**src/rtl/fetch_pkg.sv**
```systemverilog
// Shared types and helpers for the instruction fetch unit.
package fetch_pkg;

    localparam int WORD_W = 16;

    typedef enum logic [2:0] {
        IDLE      = 3'd0,
        FETCH_INS = 3'd1,
        FETCH_EXT = 3'd2,
        ISSUE     = 3'd3,
        WAIT_PC   = 3'd4
    } fetch_state_t;

    // Number of words occupied by an instruction: 2 when its extension bit is set.
    function automatic logic [1:0] ins_len(input logic [WORD_W-1:0] word,
                                           input logic [3:0]        ext_bit);
        ins_len = word[ext_bit] ? 2'd2 : 2'd1;
    endfunction

endpackage

```
**src/rtl/fetch_if.sv**
```systemverilog
// Program memory read port.
// Handshake: the master raises mem_req with a stable mem_addr and holds both
// until the slave answers with mem_ack; mem_rdata is only meaningful in the
// cycle mem_ack=1, and mem_ack is ignored whenever mem_req=0.
interface fetch_if;
    import fetch_pkg::*;

    logic              mem_req;
    logic [WORD_W-1:0] mem_addr;
    logic              mem_ack;
    logic [WORD_W-1:0] mem_rdata;

    modport master (output mem_req, mem_addr, input  mem_ack, mem_rdata);
    modport slave  (input  mem_req, mem_addr, output mem_ack, mem_rdata);

endinterface

```
**src/rtl/fetch_next_pc.sv**
```systemverilog
// Combinational next-PC select: set_pc beats add_pc beats inc_pc.
module fetch_next_pc
    import fetch_pkg::*;
(
    input  logic [WORD_W-1:0] i_pc,
    input  logic [1:0]        i_len,
    input  logic [WORD_W-1:0] i_operand,
    input  logic              i_set,
    input  logic              i_add,
    input  logic              i_inc,
    output logic [WORD_W-1:0] o_next_pc,
    output logic              o_update
);

    logic [WORD_W-1:0] w_seq_pc;

    // Address of the word following the current instruction (wraps mod 2^16).
    assign w_seq_pc = i_pc + {{(WORD_W-2){1'b0}}, i_len};

    // Pick the new PC by fixed priority; hold the PC when nothing is asserted.
    always_comb begin
        o_next_pc = i_pc;
        o_update  = i_set | i_add | i_inc;
        if (i_set) begin
            o_next_pc = i_operand;
        end else if (i_add) begin
            o_next_pc = w_seq_pc + i_operand;
        end else if (i_inc) begin
            o_next_pc = w_seq_pc;
        end
    end

endmodule

```
**src/rtl/fetch.sv**
```systemverilog
// Instruction fetch unit: reads an instruction word plus optional extension
// word, strobes them to decode, then waits for the PC-control result.
module fetch
    import fetch_pkg::*;
#(
    parameter logic [15:0] RESET_PC = 16'h0000,
    parameter int          EXT_BIT  = 15
)(
    input  logic              cpu_clk,
    input  logic              cpu_rst,
    input  logic              fetch_en,
    fetch_if.master           mem,
    output logic [WORD_W-1:0] ins,
    output logic [WORD_W-1:0] ext,
    output logic              ins_en,
    output logic [WORD_W-1:0] pc,
    output logic              busy,
    input  logic              set_pc,
    input  logic              add_pc,
    input  logic              inc_pc,
    input  logic [WORD_W-1:0] pc_operand,
    output fetch_state_t      dbg_state
);

    fetch_state_t      r_state;
    fetch_state_t      w_next_state;
    logic [WORD_W-1:0] r_pc;
    logic [WORD_W-1:0] r_ins;
    logic [WORD_W-1:0] r_ext;
    logic [WORD_W-1:0] w_next_pc;
    logic              w_update;
    logic [1:0]        w_len;
    logic              w_mem_req;
    logic [WORD_W-1:0] w_mem_addr;

    assign w_len = ins_len(r_ins, 4'(EXT_BIT));

    fetch_next_pc u_next_pc (
        .i_pc      (r_pc),
        .i_len     (w_len),
        .i_operand (pc_operand),
        .i_set     (set_pc),
        .i_add     (add_pc),
        .i_inc     (inc_pc),
        .o_next_pc (w_next_pc),
        .o_update  (w_update)
    );

    // State register plus capture of fetched words and PC updates.
    always_ff @(posedge cpu_clk or negedge cpu_rst) begin
        if (!cpu_rst) begin
            r_state <= IDLE;
            r_pc    <= RESET_PC;
            r_ins   <= '0;
            r_ext   <= '0;
        end else begin
            r_state <= w_next_state;
            case (r_state)
                FETCH_INS: begin
                    if (mem.mem_ack) begin
                        r_ins <= mem.mem_rdata;
                        if (!mem.mem_rdata[EXT_BIT]) begin
                            r_ext <= '0;
                        end
                    end
                end
                FETCH_EXT: begin
                    if (mem.mem_ack) begin
                        r_ext <= mem.mem_rdata;
                    end
                end
                WAIT_PC: begin
                    if (w_update) begin
                        r_pc <= w_next_pc;
                    end
                end
                default: ;
            endcase
        end
    end

    // Next-state and memory request decode; mem_req is purely state-derived
    // so an asynchronous reset drops it at once.
    always_comb begin
        w_next_state = r_state;
        w_mem_req    = 1'b0;
        w_mem_addr   = r_pc;
        case (r_state)
            IDLE: begin
                if (fetch_en) begin
                    w_next_state = FETCH_INS;
                end
            end
            FETCH_INS: begin
                w_mem_req = 1'b1;
                if (mem.mem_ack) begin
                    w_next_state = mem.mem_rdata[EXT_BIT] ? FETCH_EXT : ISSUE;
                end
            end
            FETCH_EXT: begin
                w_mem_req  = 1'b1;
                w_mem_addr = r_pc + 16'd1;
                if (mem.mem_ack) begin
                    w_next_state = ISSUE;
                end
            end
            ISSUE: begin
                w_next_state = WAIT_PC;
            end
            WAIT_PC: begin
                if (w_update) begin
                    w_next_state = fetch_en ? FETCH_INS : IDLE;
                end
            end
            default: begin
                w_next_state = IDLE;
            end
        endcase
    end

    assign mem.mem_req  = w_mem_req;
    assign mem.mem_addr = w_mem_addr;
    assign ins          = r_ins;
    assign ext          = r_ext;
    assign ins_en       = (r_state == ISSUE);
    assign pc           = r_pc;
    assign busy         = (r_state != IDLE);
    assign dbg_state    = r_state;

endmodule

```
**src/flat_wrapper.sv**
```systemverilog
// flat-port wrapper written by rule: the top's interface ports become plain ports
module fetch_flat import fetch_pkg::*;
#(
    parameter logic [15:0] RESET_PC = 16'h0000,
    parameter int          EXT_BIT  = 15
)
  (cpu_clk, cpu_rst, fetch_en, ins, ext, ins_en, pc, busy, set_pc, add_pc, inc_pc, pc_operand, dbg_state, mem_mem_req, mem_mem_addr, mem_mem_ack, mem_mem_rdata);
  fetch_if mem_i ();
  input  logic cpu_clk;
  input  logic cpu_rst;
  input  logic fetch_en;
  output logic [WORD_W-1:0] ins;
  output logic [WORD_W-1:0] ext;
  output logic ins_en;
  output logic [WORD_W-1:0] pc;
  output logic busy;
  input  logic set_pc;
  input  logic add_pc;
  input  logic inc_pc;
  input  logic [WORD_W-1:0] pc_operand;
  output fetch_state_t dbg_state;
  output wire logic [$bits(mem_i.mem_req)-1:0] mem_mem_req;
  output wire logic [$bits(mem_i.mem_addr)-1:0] mem_mem_addr;
  input wire logic [$bits(mem_i.mem_ack)-1:0] mem_mem_ack;
  input wire logic [$bits(mem_i.mem_rdata)-1:0] mem_mem_rdata;
  assign mem_mem_req = mem_i.mem_req;
  assign mem_mem_addr = mem_i.mem_addr;
  assign mem_i.mem_ack = mem_mem_ack;
  assign mem_i.mem_rdata = mem_mem_rdata;
  fetch #(.RESET_PC(RESET_PC), .EXT_BIT(EXT_BIT)) u_core (.cpu_clk(cpu_clk), .cpu_rst(cpu_rst), .fetch_en(fetch_en), .mem(mem_i), .ins(ins), .ext(ext), .ins_en(ins_en), .pc(pc), .busy(busy), .set_pc(set_pc), .add_pc(add_pc), .inc_pc(inc_pc), .pc_operand(pc_operand), .dbg_state(dbg_state));
endmodule
```
**config.mk**
```make
export PLATFORM = sky130hd
export DESIGN_NAME = fetch_flat
export DESIGN_NICKNAME = d
export VERILOG_FILES = /design/src/rtl/fetch_pkg.sv /design/src/rtl/fetch_if.sv /design/src/rtl/fetch_next_pc.sv /design/src/rtl/fetch.sv /design/src/flat_wrapper.sv
export SDC_FILE = /design/constraint.sdc
export NUM_CORES = 1
export LEC_CHECK = 0
export BUFFER_PORTS_ARGS = -buffer_cell sky130_fd_sc_hd__buf_4
export CAP_MARGIN = 40
export CORE_MARGIN = 4
export CORE_UTILIZATION = 53
export CTS_CLUSTER_SIZE = 30
export DETAILED_ROUTE_END_ITERATION = 6
export HOLD_SLACK_MARGIN = 0.02
export PLACE_DENSITY = 0.81
export SYNTH_ARGS = -nofsm -noshare
export SYNTH_HDL_FRONTEND = slang
export SYNTH_SLANG_ARGS = --single-unit
export TNS_END_PERCENT = 1
```
**constraint.sdc**
```tcl
create_clock -name cpu_clk -period 3.7 [get_ports cpu_clk]
set_clock_uncertainty 0.1 [all_clocks]
set_input_delay 0.185 -clock cpu_clk [delete_from_list [all_inputs] [get_ports cpu_clk]]
set_output_delay 0.185 -clock cpu_clk [all_outputs]
set_load 0.005 [all_outputs]
```
==> flow_summary.toml <==
[synth]
synth_top_flop_cell = "dfrtp_1"
synthTopCellsByCount = "51 x dfrtp_1, 38 x nand2_1, 25 x a21oi_1, 25 x xnor2_1, 24 x o21ai_0"
async_reset_ff_share_pct = 100
seq_area_frac_synth_pct = 34.3
netlist_area_um2 = 3720
yosysMostFrequentCell = "dfrtp_1"
synth_edf_count = 0
synth.largest_area_cell = "dfrtp_1"
synth_cells = 401
syn_nets = 463
yosysUniqueCellTypes = 58
avgSynthCellArea_um2 = 9.29
synth_area_leaders = "dfrtp_1 34%, ha_1 7.1%, xnor2_1 5.9%, mux2_2 5.7%, a22o_1 4.0%"
synth_top_area_share_pct = 34.3
yosys_warnings = 0
ys_seq_elements = 51

[clock_network]
clkLatencyLatePin_ns = 0.32
cts-root-buf = "clkbuf_8"
post_cts_buffers = 0
htree_levels = 2
clockBufferDepth = 2
cts_tree = "built"
clkSinkCount = 51
path_clk_slew_ns = 0.12
cts_made_buffers = 5

[floorplan]
start_util_pct = 54.8
die_area_um2 = 8430
coreArea_um2 = 6790
die_w_um = 91.8
std_cell_rows = 30
io_pins = 109
dieHeight_um = 91.8

[power_and_ir_drop]
pwr-share-seq_pct = 29.8
p_switching_mw = 1.64
cellLeakagePower_nw = 2.26
ir_drop_mv = 0.405
netSwitchingFraction_pct = 42.9
finalPower_mw = 3.82
p_int_mw = 2.18
power.density_nw_per_um2 = 786
p_clk_share_pct = 9.8
combPwrFrac_pct = 60.4

[place]
pre_cts_slack_ns = 0.163
routabilityCongestion = 0.986
hpwl_mm = 8.33
io_buffers = 108

[timing]
timing.hold.ws_ns = 0.0649
tightestPinTransition_ns = 0.847
rsz0062_at_grt = "no"
period_needed_ns = 3.54
relSlewSlack_pct = 43.1
hold_viol_final = 0
fmax_mhz = 283
slew_violations = 0
finalWorstSetupSlack_ns = 0.163
period_share_pct = 95.6
fin_tns_setup_ns = 0
setup_viol = 0

[setup_path]
critPathLaunchType = "flip-flop"
crit_arrival_ns = 3.68
required_ns = 3.84
cp_max_fo = 6
criticalPathCategory = "reg2reg"
worstSetupEndpointType = "flip-flop"

[flow_run]
drv_cap = 0

[grt]
grt_pass1_vias = 3774
grt_max_degree = 52
antenna_found_initial = 0
grt_pass1_wl_mm = 18.8
track_usage_pct = 27.3
grt_overflow = 0

[detailed_routing]
drtAntennaViolNets = 0
drc = 0
firstDrtPassIters = 5
drtIter0Drc = 260
routed_via_density = 6.08
post_drt_wl_per_cell_um = 18.8
vias = 3710
drt_wl_total_mm = 11.4

[finish]
fin_util_pct = 71.5
syn_to_final_growth_pct = 30.4
nets = 575
drive_above_1_share_pct = 30.4
n_antenna_cell = 0

[hold_path]
hold_class = "in2reg"

[run_status]
run_status = "finished clean"
-- through the flow --
stage                     instances  instance area [um2]
after detailed placement        585                 4570
final                           610                 4850
after floorplan                 401                 3720
after global placement          584                 4560
after CTS                       610                 4850
after global routing            610                 4850
-- state kept, by name, indices dropped and copies added (netlist names) --
signal,cells
u_core.dbg_state,3
u_core.ext,16
u_core.ins,16
u_core.pc,16
-- power by group through the flow --
stage	clock network, mW	registers [mW]	logic [mW]
floorplan	0	1.02	1.44
global placement	0	1.12	2.20
detailed placement	0	1.14	2.27
CTS	0.376	1.13	2.29
global route	0.399	1.18	2.53
finish	0.374	1.14	2.31
-- cells in the final DEF (no fill, tap or decap), types with 6 or more instances in the layout --
master         count
o21ai_0           24
nand3_1           18
a21oi_1           25
dfrtp_1           50
xor2_1            11
dlygate4sd3_1     17
ha_1              21
a22o_1            17
nand2_1           38
mux2_2            19
a21o_1             7
a211oi_1           6
and3_1             6
xnor2_1           25
nor2_1            18
inv_1              6
buf_4            111
-- timing repair --
action / 4_1_cts / 5_1_grt
setup endpoints to repair: 0 / 4
hold endpoints to repair: 81 / 0
hold buffers: 17 / 0
resized for setup: 0 / 2
-- final timing paths --
kind                                    start                   to  slack, ns  cells after the start
min in group asynchronous             cpu_rst        u_core.ins[2]       0.34                      2
worst min register to register  u_core.ins[3]        u_core.ins[3]       0.42                      1
worst max register to register   u_core.pc[0]        u_core.pc[15]       0.16                     12
worst min-delay path              mem_mem_ack  u_core.dbg_state[1]       0.06                      3
worst max-delay path             u_core.pc[0]        u_core.pc[15]       0.16                     12
max in group asynchronous             cpu_rst       u_core.ins[15]       2.68                      2
-- routing by layer --
metal | up-vias | wire length (um) | GRT usage (%)
met5 | - | 0 | 0
met4 | 0 | 298 | 9.03
met3 | 29 | 1070 | 6.81
met2 | 202 | 5400 | 44.5
met1 | 1779 | 4680 | 35.6
li1 | 1700 | - | -
-- critical path: stages (launching register included) --
cell	delay, ns
dfrtp_1	0.47
ha_1	0.24
fa_1	0.48
and3_2	0.27
nand2_1	0.08
xnor2_1	0.15
ha_1	0.33
a21o_1	0.23
a31o_2	0.26
a21o_1	0.15
o211ai_1	0.17
mux2_2	0.35
o221ai_1	0.17
-- kinds of logic after synthesis --
group	synth area share [%]
AO/OA/AOI/OAI	21.6
XOR/XNOR	8.47
multiplexers	6.55
buffers and inverters	4.10
flip-flops	34.3
adder cells (fa/ha/maj)	8.13
AND/OR/NAND/NOR	16.8
-- cell type report --
type                            count  area, um2
Multi-Input combinational cell    319       2310
Sequential cell                    51       1280
Inverter                            7       26.3
Tap cell                           96        120
Timing Repair Buffer              129       1020
Clock buffer                        5       68.8
Clock inverter                      3       33.8
Fill cell                         525       1940
No activity file was read; power rests on OpenSTA's default activity.
